[src/rtl/conv_win_addr_gen_if.sv]
// Read-address bus between the sliding-window address generator and the
// MAC/pool datapath that consumes the addresses.
//   addr      : LANES packed addresses, lane l at [l*ADDR_W +: ADDR_W]
//   valid     : addr holds a live tap
//   ready     : consumer accepts the current addresses this cycle
//   tap_first : tap (0,0) of a window
//   tap_last  : tap (K-1,K-1) of a window
//   row_last  : window is the last one of its output row
// master = address generator, slave = consumer.
interface conv_win_addr_gen_if #(
  parameter int LANES  = 4,
  parameter int ADDR_W = 10
);
  logic [LANES*ADDR_W-1:0] addr;
  logic                    valid;
  logic                    ready;
  logic                    tap_first;
  logic                    tap_last;
  logic                    row_last;

  modport master (
    output addr, valid, tap_first, tap_last, row_last,
    input  ready
  );

  modport slave (
    input  addr, valid, tap_first, tap_last, row_last,
    output ready
  );
endinterface

[src/rtl/conv_win_addr_gen.sv]
// Read-address generator for sliding-window layers (conv taps / pool windows)
// over a row-major image memory. Each transfer carries LANES addresses, one
// per horizontal band of OUT_H/LANES output rows.
// Ports:
//   clk    : clock
//   reset  : synchronous, active-high
//   start  : one-cycle request to begin a pass, honoured only in IDLE
//   bus    : address/handshake bus (master side)
//   busy   : pass in progress
//   done   : one-cycle pulse after the final transfer
//
// state  | meaning
// IDLE   | waiting for start, outputs quiet
// RUN    | presenting taps, advancing on valid && ready
// DONE   | one-cycle done pulse, then back to IDLE
module conv_win_addr_gen #(
  parameter int IMG_W  = 28,
  parameter int IMG_H  = 28,
  parameter int K      = 5,
  parameter int STRIDE = 1,
  parameter int LANES  = 4,
  parameter int ADDR_W = 10
) (
  input  logic                clk,
  input  logic                reset,
  input  logic                start,
  conv_win_addr_gen_if.master bus,
  output logic                busy,
  output logic                done
);

  localparam int OUT_W     = (IMG_W - K) / STRIDE + 1;
  localparam int OUT_H     = (IMG_H - K) / STRIDE + 1;
  localparam int RPL       = OUT_H / LANES;
  localparam int LANE_STEP = RPL * STRIDE * IMG_W;

  localparam int KW  = (K > 1)     ? $clog2(K)     : 1;
  localparam int OXW = (OUT_W > 1) ? $clog2(OUT_W) : 1;
  localparam int OYW = (RPL > 1)   ? $clog2(RPL)   : 1;

  // Address step for each counter that can be the one advancing; lower
  // counters wrap back to 0 in the same step, hence the subtracted spans.
  localparam int D_KC = 1;
  localparam int D_KR = IMG_W - (K - 1);
  localparam int D_OX = STRIDE - (K - 1) * IMG_W - (K - 1);
  localparam int D_OY = STRIDE * IMG_W - (K - 1) * IMG_W - (K - 1) - (OUT_W - 1) * STRIDE;

  if ((IMG_W - K) % STRIDE != 0) begin : g_bad_w
    $error("conv_win_addr_gen: (IMG_W-K) not a multiple of STRIDE");
  end
  if ((IMG_H - K) % STRIDE != 0) begin : g_bad_h
    $error("conv_win_addr_gen: (IMG_H-K) not a multiple of STRIDE");
  end
  if (OUT_H % LANES != 0) begin : g_bad_lanes
    $error("conv_win_addr_gen: OUT_H not a multiple of LANES");
  end
  if ((64'd1 << ADDR_W) < 64'(IMG_W * IMG_H)) begin : g_bad_aw
    $error("conv_win_addr_gen: ADDR_W too small for IMG_W*IMG_H");
  end

  typedef enum logic [1:0] {S_IDLE, S_RUN, S_DONE} state_t;

  state_t                  state;
  logic [KW-1:0]           kc, kr, kc_n, kr_n;
  logic [OXW-1:0]          ox, ox_n;
  logic [OYW-1:0]          oy, oy_n;
  logic [LANES*ADDR_W-1:0] addr_q;
  logic [ADDR_W-1:0]       delta;
  logic                    valid_q, first_q, last_q, rowl_q, busy_q, done_q;
  logic                    kc_max, kr_max, ox_max, oy_max, final_xfer;

  assign bus.addr      = addr_q;
  assign bus.valid     = valid_q;
  assign bus.tap_first = first_q;
  assign bus.tap_last  = last_q;
  assign bus.row_last  = rowl_q;
  assign busy          = busy_q;
  assign done          = done_q;

  always_comb begin
    kc_max     = (kc == KW'(K - 1));
    kr_max     = (kr == KW'(K - 1));
    ox_max     = (ox == OXW'(OUT_W - 1));
    oy_max     = (oy == OYW'(RPL - 1));
    final_xfer = kc_max && kr_max && ox_max && oy_max;
    kc_n  = kc;
    kr_n  = kr;
    ox_n  = ox;
    oy_n  = oy;
    delta = '0;
    if (!kc_max) begin
      kc_n  = kc + KW'(1);
      delta = ADDR_W'(D_KC);
    end else if (!kr_max) begin
      kc_n  = '0;
      kr_n  = kr + KW'(1);
      delta = ADDR_W'(D_KR);
    end else if (!ox_max) begin
      kc_n  = '0;
      kr_n  = '0;
      ox_n  = ox + OXW'(1);
      delta = ADDR_W'(D_OX);
    end else begin
      kc_n  = '0;
      kr_n  = '0;
      ox_n  = '0;
      oy_n  = oy + OYW'(1);
      delta = ADDR_W'(D_OY);
    end
  end

  always_ff @(posedge clk) begin
    if (reset) begin
      state   <= S_IDLE;
      kc      <= '0;
      kr      <= '0;
      ox      <= '0;
      oy      <= '0;
      addr_q  <= '0;
      valid_q <= 1'b0;
      first_q <= 1'b0;
      last_q  <= 1'b0;
      rowl_q  <= 1'b0;
      busy_q  <= 1'b0;
      done_q  <= 1'b0;
    end else begin
      case (state)
        S_IDLE: begin
          done_q <= 1'b0;
          if (start) begin
            state   <= S_RUN;
            kc      <= '0;
            kr      <= '0;
            ox      <= '0;
            oy      <= '0;
            for (int l = 0; l < LANES; l++)
              addr_q[l*ADDR_W +: ADDR_W] <= ADDR_W'(l * LANE_STEP);
            valid_q <= 1'b1;
            busy_q  <= 1'b1;
            first_q <= 1'b1;
            last_q  <= (K == 1);
            rowl_q  <= (OUT_W == 1);
          end
        end
        S_RUN: begin
          if (valid_q && bus.ready) begin
            if (final_xfer) begin
              state   <= S_DONE;
              kc      <= '0;
              kr      <= '0;
              ox      <= '0;
              oy      <= '0;
              addr_q  <= '0;
              valid_q <= 1'b0;
              first_q <= 1'b0;
              last_q  <= 1'b0;
              rowl_q  <= 1'b0;
              busy_q  <= 1'b0;
              done_q  <= 1'b1;
            end else begin
              kc <= kc_n;
              kr <= kr_n;
              ox <= ox_n;
              oy <= oy_n;
              // every lane moves by the same step; lane offsets are constant
              for (int l = 0; l < LANES; l++)
                addr_q[l*ADDR_W +: ADDR_W] <= addr_q[l*ADDR_W +: ADDR_W] + delta;
              first_q <= (kc_n == '0) && (kr_n == '0);
              last_q  <= (kc_n == KW'(K - 1)) && (kr_n == KW'(K - 1));
              rowl_q  <= (ox_n == OXW'(OUT_W - 1));
            end
          end
        end
        S_DONE: begin
          done_q <= 1'b0;
          state  <= S_IDLE;
        end
        default: state <= S_IDLE;
      endcase
    end
  end

endmodule

[src/flat_wrapper.sv]
// flat-port wrapper written by rule: the top's interface ports become plain ports
module conv_win_addr_gen_flat 
#(
  parameter int IMG_W  = 28,
  parameter int IMG_H  = 28,
  parameter int K      = 5,
  parameter int STRIDE = 1,
  parameter int LANES  = 4,
  parameter int ADDR_W = 10
)
  (clk, reset, start, busy, done, bus_addr, bus_valid, bus_tap_first, bus_tap_last, bus_row_last, bus_ready);
  conv_win_addr_gen_if #(.LANES(LANES), .ADDR_W(ADDR_W)) bus_i ();
  input  logic clk;
  input  logic reset;
  input  logic start;
  output logic busy;
  output logic done;
  output wire logic [$bits(bus_i.addr)-1:0] bus_addr;
  output wire logic [$bits(bus_i.valid)-1:0] bus_valid;
  output wire logic [$bits(bus_i.tap_first)-1:0] bus_tap_first;
  output wire logic [$bits(bus_i.tap_last)-1:0] bus_tap_last;
  output wire logic [$bits(bus_i.row_last)-1:0] bus_row_last;
  input wire logic [$bits(bus_i.ready)-1:0] bus_ready;
  assign bus_addr = bus_i.addr;
  assign bus_valid = bus_i.valid;
  assign bus_tap_first = bus_i.tap_first;
  assign bus_tap_last = bus_i.tap_last;
  assign bus_row_last = bus_i.row_last;
  assign bus_i.ready = bus_ready;
  conv_win_addr_gen #(.IMG_W(IMG_W), .IMG_H(IMG_H), .K(K), .STRIDE(STRIDE), .LANES(LANES), .ADDR_W(ADDR_W)) u_core (.clk(clk), .reset(reset), .start(start), .bus(bus_i), .busy(busy), .done(done));
endmodule
[config.mk]
export PLATFORM = sky130hd
export DESIGN_NAME = conv_win_addr_gen_flat
export DESIGN_NICKNAME = d
export VERILOG_FILES = /design/src/rtl/conv_win_addr_gen_if.sv /design/src/rtl/conv_win_addr_gen.sv /design/src/flat_wrapper.sv
export SDC_FILE = /design/constraint.sdc
export NUM_CORES = 1
export LEC_CHECK = 0
export ABC_AREA = 1
export BUFFER_PORTS_ARGS = -buffer_cell sky130_fd_sc_hd__buf_2
export CORE_MARGIN = 5
export CORE_UTILIZATION = 59
export DETAILED_ROUTE_END_ITERATION = 7
export PLACE_DENSITY = 0.81
export SYNTH_ARGS = -nofsm -noshare
export SYNTH_HDL_FRONTEND = slang
export SYNTH_SLANG_ARGS = --single-unit
[constraint.sdc]
create_clock -name clk -period 3.4 [get_ports clk]
set_input_delay 0.51 -clock clk [delete_from_list [all_inputs] [get_ports clk]]
set_output_delay 0.51 -clock clk [all_outputs]
set_load 0.05 [all_outputs]
* Word-level counts from Yosys, hierarchy flattened *
Index checks and enable logic that the tools add are counted.

storage, ports and cells
  flip-flop bits (word level) = 61
  bits of input ports = 4
  output and inout bits = 46
  logic and storage cells = 102

operators by class
  multiplexer cells = 51
  equality and inequality tests = 15
  reductions and logical operators = 17
  add/sub/neg operators = 8

operators with widths
  cell                                                   count
  2-to-1 mux 40 bit                                      3
  case mux 40 bit (2 select lines)                       1
  adder 10 bit                                           4
  2-to-1 mux 3 bit                                       13
  2-to-1 mux 5 bit                                       7
  2-to-1 mux 10 bit                                      2
  case mux 3 bit (2 select lines)                        3
  equality test 3 bit, second input constant             5
  2-to-1 mux 1 bit                                       12
  equality test 5 bit, second input constant             2
  case mux 1 bit (2 select lines)                        5
  case mux 5 bit (2 select lines)                        1
  adder 3 x 1 -> 3 bit, second input constant            3
  inequality test 3 x 1 -> 1 bit, second input constant  3
  AND reduction 3 bit                                    3
  logical AND 1 bit                                      6
  logical NOT 3 bit                                      2
  2-to-1 mux 2 bit                                       3
  AND reduction 6 bit                                    1
  adder 5 x 1 -> 5 bit, second input constant            1
  inequality test 2 x 1 -> 1 bit, second input constant  2
  case mux 2 bit (2 select lines)                        1
  AND reduction 4 bit                                    1
  nonzero test 2 bit                                     2
  other kinds (5)                                        5

* Depth between registers and ports, before layout *
  depth after elaboration = 8
  gate-level depth with buffers = 18
  mapped depth without buffers = 17

* Worst setup path before layout *
OpenSTA, ideal clock, no wires.

  path kind = reg-to-reg
  start = reg u_core.ox[1]
  end = reg u_core.addr_q[29], in the netlist u_core.bus.addr[29]
  setup time = 132 ps
  stages on the path, launching flop included = 14
  data required time = 3268 ps
  arrival = 2223 ps
  clock period less this slack = 2355 ps
  path buffers = 1
  path slack = 1045 ps
  cell sequence = dfxtp_1 > ha_1 > nand2_1 > inv_1 > nand2_4 > buf_6 > a31oi_1 > ha_1 > a21oi_1 > nand2_1 > a21boi_1 > nand3_1 > nand3_1 > a21oi_1

on the way
  longest elaborated chain between the ends = 8
  elaborated cells on any way between the ends = 10
  those cells by class = 1 x add/sub; 1 x eq/ne; 6 x mux; 2 x reduce/logical

ends and longest elaborated chain
  item                                RTL line                  text
  from (decl)                         conv_win_addr_gen.sv:65   logic [OXW-1:0] ox, ox_n;
  from (signal assigned)              conv_win_addr_gen.sv:163  ox <= ox_n;
  equality test 5 bit *               conv_win_addr_gen.sv:83   ox_max = (ox == OXW'(OUT_W - 1));
  2-to-1 mux 5 bit                    conv_win_addr_gen.sv:98   end else if (!ox_max) begin
  2-to-1 mux 10 bit                   conv_win_addr_gen.sv:94   end else if (!kr_max) begin
  2-to-1 mux 10 bit                   conv_win_addr_gen.sv:91   if (!kc_max) begin
  adder 10 bit                        conv_win_addr_gen.sv:167  addr_q[l*ADDR_W +: ADDR_W] <= addr_q[l*ADDR_W +: ADDR_W] + delta;
  2-to-1 mux 40 bit *                 conv_win_addr_gen.sv:147  if (final_xfer) begin
  2-to-1 mux 40 bit *                 conv_win_addr_gen.sv:146  if (valid_q && bus.ready) begin
  case mux 40 bit (2 select lines) *  conv_win_addr_gen.sv:127  case (state)
  to (signal, indexed assignment)     conv_win_addr_gen.sv:137  addr_q[l*ADDR_W +: ADDR_W] <= ADDR_W'(l * LANE_STEP);
  to (signal, indexed assignment)     conv_win_addr_gen.sv:167
  to (decl)                           conv_win_addr_gen.sv:67   logic [LANES*ADDR_W-1:0] addr_q;

Every way passes the cells marked *; elsewhere a longest branch is shown, timed or not. The select of a mux whose other input is x is not followed.
A chain may end at the register's enable or synchronous reset.

* Worst setup path in the final report *
  start = reg u_core.ox[1]
  end = reg u_core.addr_q[19], in the netlist u_core.bus.addr[19]

Same word-level chain as after synthesis.

==> impl_metrics.yaml <==
setup_path:
  crit_required_ns: 3.68
  cp_slowest_cell: "a31oi_1"
  r2r_slack_ns: 0.42
  slowest_delay_ns: 0.54
  crit_type: "flip-flop to flip-flop"
  r2r-start: "u_core.ox[1]"
  cp_common_cell: "nand2_1"
  reg2reg_depth: 13
  rr_endpoint: "u_core.bus.addr[19]"
  crit_family: "compound AO/OA/AOI/OAI gates"
  critPathBufInv: 1
  end_kind: "flip-flop"
  path_cells: "ha_1 -> nand2_1 -> inv_1 -> nand2_4 -> a31oi_1 -> ha_1 -> a21oi_1 -> nand2_1 -> a21boi_1 -> nand2_1 -> nand2_1 -> nand3_1 -> a21oi_1"
  arrival_ns: 3.26
  cp_max_fo: 14
  critPathLaunchType: "flip-flop"
hold_path:
  hold_start: "u_core.bus.tap_last"
  hold_path_depth: 2
  hold_path_class: "flip-flop to flip-flop"
  min_to: "u_core.bus.tap_last"
sta:
  rsz0062_at_grt: "false"
  skew_ns: 0.007744
  tightest_slew_ns: 0.6306
  finalHoldViolCount: 0
  tns_ns: 0
  setup_viol: 0
  period_minus_slack_ns: 2.980
  slew_viol_final: 0
  max_clock_freq_ghz: 0.3356
  fin_crit_sh_pct: 87.63
  relSlewSlack_pct: 57.77
clocking:
  root_buffer: "clkbuf_8"
  clkLatencyLatePin_ns: 0.35
  cts_made_buffers: 9
  cts.sinks: 61
  cts_tree: "yes"
  cts_buffer_depth: 2
  path_clk_slew_ns: 0.07
  cts-htree-levels: 3
  cts_hold_buf: 0
  cts_resized: 0
  cts_setup_buffers: 0
power:
  p_switching_uw: 489.0
  clockPowerShare_pct: 41.6
  switching_share_pct: 28.92
  combPwrFrac_pct: 13.4
  vdd_drop_max_mv: 0.2319
  p_leak_nw: 2.204
  p_per_area_nw_per_um2: 366.8
  pwr-share-seq_pct: 44.9
  intPower_mw: 1.202
route:
  postRouteAntennaNets: 0
  wl_per_cell_um: 13.84
  wirelength_mm: 10.20
  drtIter0Drc: 190
  route.detailed.drc: 0
  post_drt_via_cell_ratio: 5.583
  via_count: 4115
  first_pass_iters: 5
place:
  dp.final_hpwl_mm: 7.171
  io_buffer_count: 49
  gp_congestion: 0.9168
logic_synthesis:
  synthMostInstantiatedCell: "nand2_1"
  yosysWarningCount: 0
  ys_types: 48
  yosys.area.top_type_share_pct: 29.52
  synth_fp_nets: 628
  synthCells: 593
  synthTopCellsByArea: "dfxtp_1 30%, nand2_1 13%, ha_1 9.4%, a21oi_1 7.5%, nand3_1 6.7%"
  ys_async_sr_fraction_pct: 0
  synth_seq_cells: 61
  syn_area_per_cell_um2: 6.975
  yosysTopAreaCell: "dfxtp_1"
  synth_common_cells: "145 x nand2_1, 62 x a21oi_1, 61 x dfxtp_1"
  ys.flop_type: "dfxtp_1"
  synth-edff-count: 0
  synth_area_um2: 4136
  seq_area_frac_synth_pct: 29.52
layout:
  final_core_util_pct: 67.85
  drive_above_1_share_pct: 16.54
  diodes: 0
  fill_cells: 582
  final_nets: 671
  syn2layout_area_growth_pct: 11.43
global_routing:
  antenna_found_initial: 0
  grt_max_degree: 38
  grt_first_pass_wirelength_mm: 16.92
  grt_pass1_vias: 3719
  grtUsageTotal_pct: 23.96
  overflow: 0
floorplan:
  rows: 30
  die_area_um2: 8785
  start_util_pct: 60.88
  die_w_um: 93.73
  coreArea_um2: 6794
  die_h_um: 93.73
  io_pins: 50
outcome:
  status: "complete, no violations"
job:
  cap_violations: 0
sequential cells by signal, indices dropped and copies added (netlist names), 2 cells and up:
register,flops
u_core.ox,5
u_core.kr,3
u_core.kc,3
u_core.oy,3
u_core.bus.addr,40
u_core.state,2
through the flow:
step / std cells / hold WS (ns) / instance area (um2) / power (mW) / setup slack (ns)
global placement: 721 / 0.4542 / 4403 / 0.9984 / 0.7218
detailed placement: 721 / 0.4607 / 4403 / 1.002 / 0.5693
finish: 737 / 0.4667 / 4609 / 1.691 / 0.4205
floorplan: 593 / 0.4570 / 4136 / 0.9518 / 1.045
CTS: 737 / 0.4712 / 4609 / 1.699 / 0.4960
global route: 737 / 0.4889 / 4609 / 1.750 / 0.3093
final cells by class:
class	instances	area (um2)	area share, %
multi-input combinational	447	2540	55.10
sequential	61	1221	26.49
timing repair buffer	54	282.8	6.135
inverter	63	239.0	5.185
clock buffer	11	131.4	2.850
tap	96	120.1	2.606
clock inverter	5	75.07	1.629
worst min-delay path: stages (launching register included):
cell and delay, ns:
dfxtp_1 0.31, nand2_1 0.06, a21oi_1 0.05
cell families after synthesis:
| group | synth area share [%] |
|---|---|
| DFF | 29.52 |
| AOI/OAI and AO/OA | 16.36 |
| muxes | 0.2420 |
| xor gates and xnor gates | 2.117 |
| adders and majority gates | 9.377 |
| and+or+nand+nor | 33.24 |
| buffers and inverters | 9.135 |
power groups by stage:
stage          combinational (mW)  clock [mW]  sequential (mW)
5_1_grt                     0.246       0.741            0.763
3_3_place_gp                0.224           0            0.775
3_5_place_dp                0.227           0            0.775
2_1_floorplan               0.113           0            0.838
4_1_cts                     0.228       0.712            0.759
6_report                    0.227       0.704            0.760
layout by cell type, fill, tap and decap left out, drive strengths merged, types with 4 or more instances in the layout:
master	netlist	layout
a21boi	5	5
a21oi	65	65
a31oi	6	6
buf	9	54
clkbuf	13	11
dfxtp	61	61
ha	31	31
inv	63	63
nand2	156	156
nand3	61	61
nand4	11	11
nor2	45	45
nor3	6	6
o21ai	26	26
or2	4	4
xnor2	5	5
xor2	5	5
worst max-delay path by stage:
stage	start	endpoint	slack, ns	cells after the start
final	u_core.ox[1]	u_core.bus.addr[19]	0.42	13
after global routing	u_core.ox[1]	u_core.bus.addr[19]	0.31	13
after CTS	u_core.ox[1]	u_core.bus.addr[19]	0.50	13
after detailed placement	u_core.ox[1]	u_core.bus.addr[19]	0.57	13
after global placement	u_core.ox[1]	u_core.bus.addr[29]	0.72	13
after floorplan	u_core.ox[1]	u_core.bus.addr[29]	1.04	13
routing by layer:
layer | GRT usage [%] | vias to the layer above | wire length, um
met3 | 3.526 | 16 | 553
met1 | 29.03 | 1893 | 4518
met2 | 41.57 | 133 | 4926
met5 | 0 | - | 0
li1 | - | 2073 | -
met4 | 10.95 | 0 | 204
(Power assumes the default switching activity.)
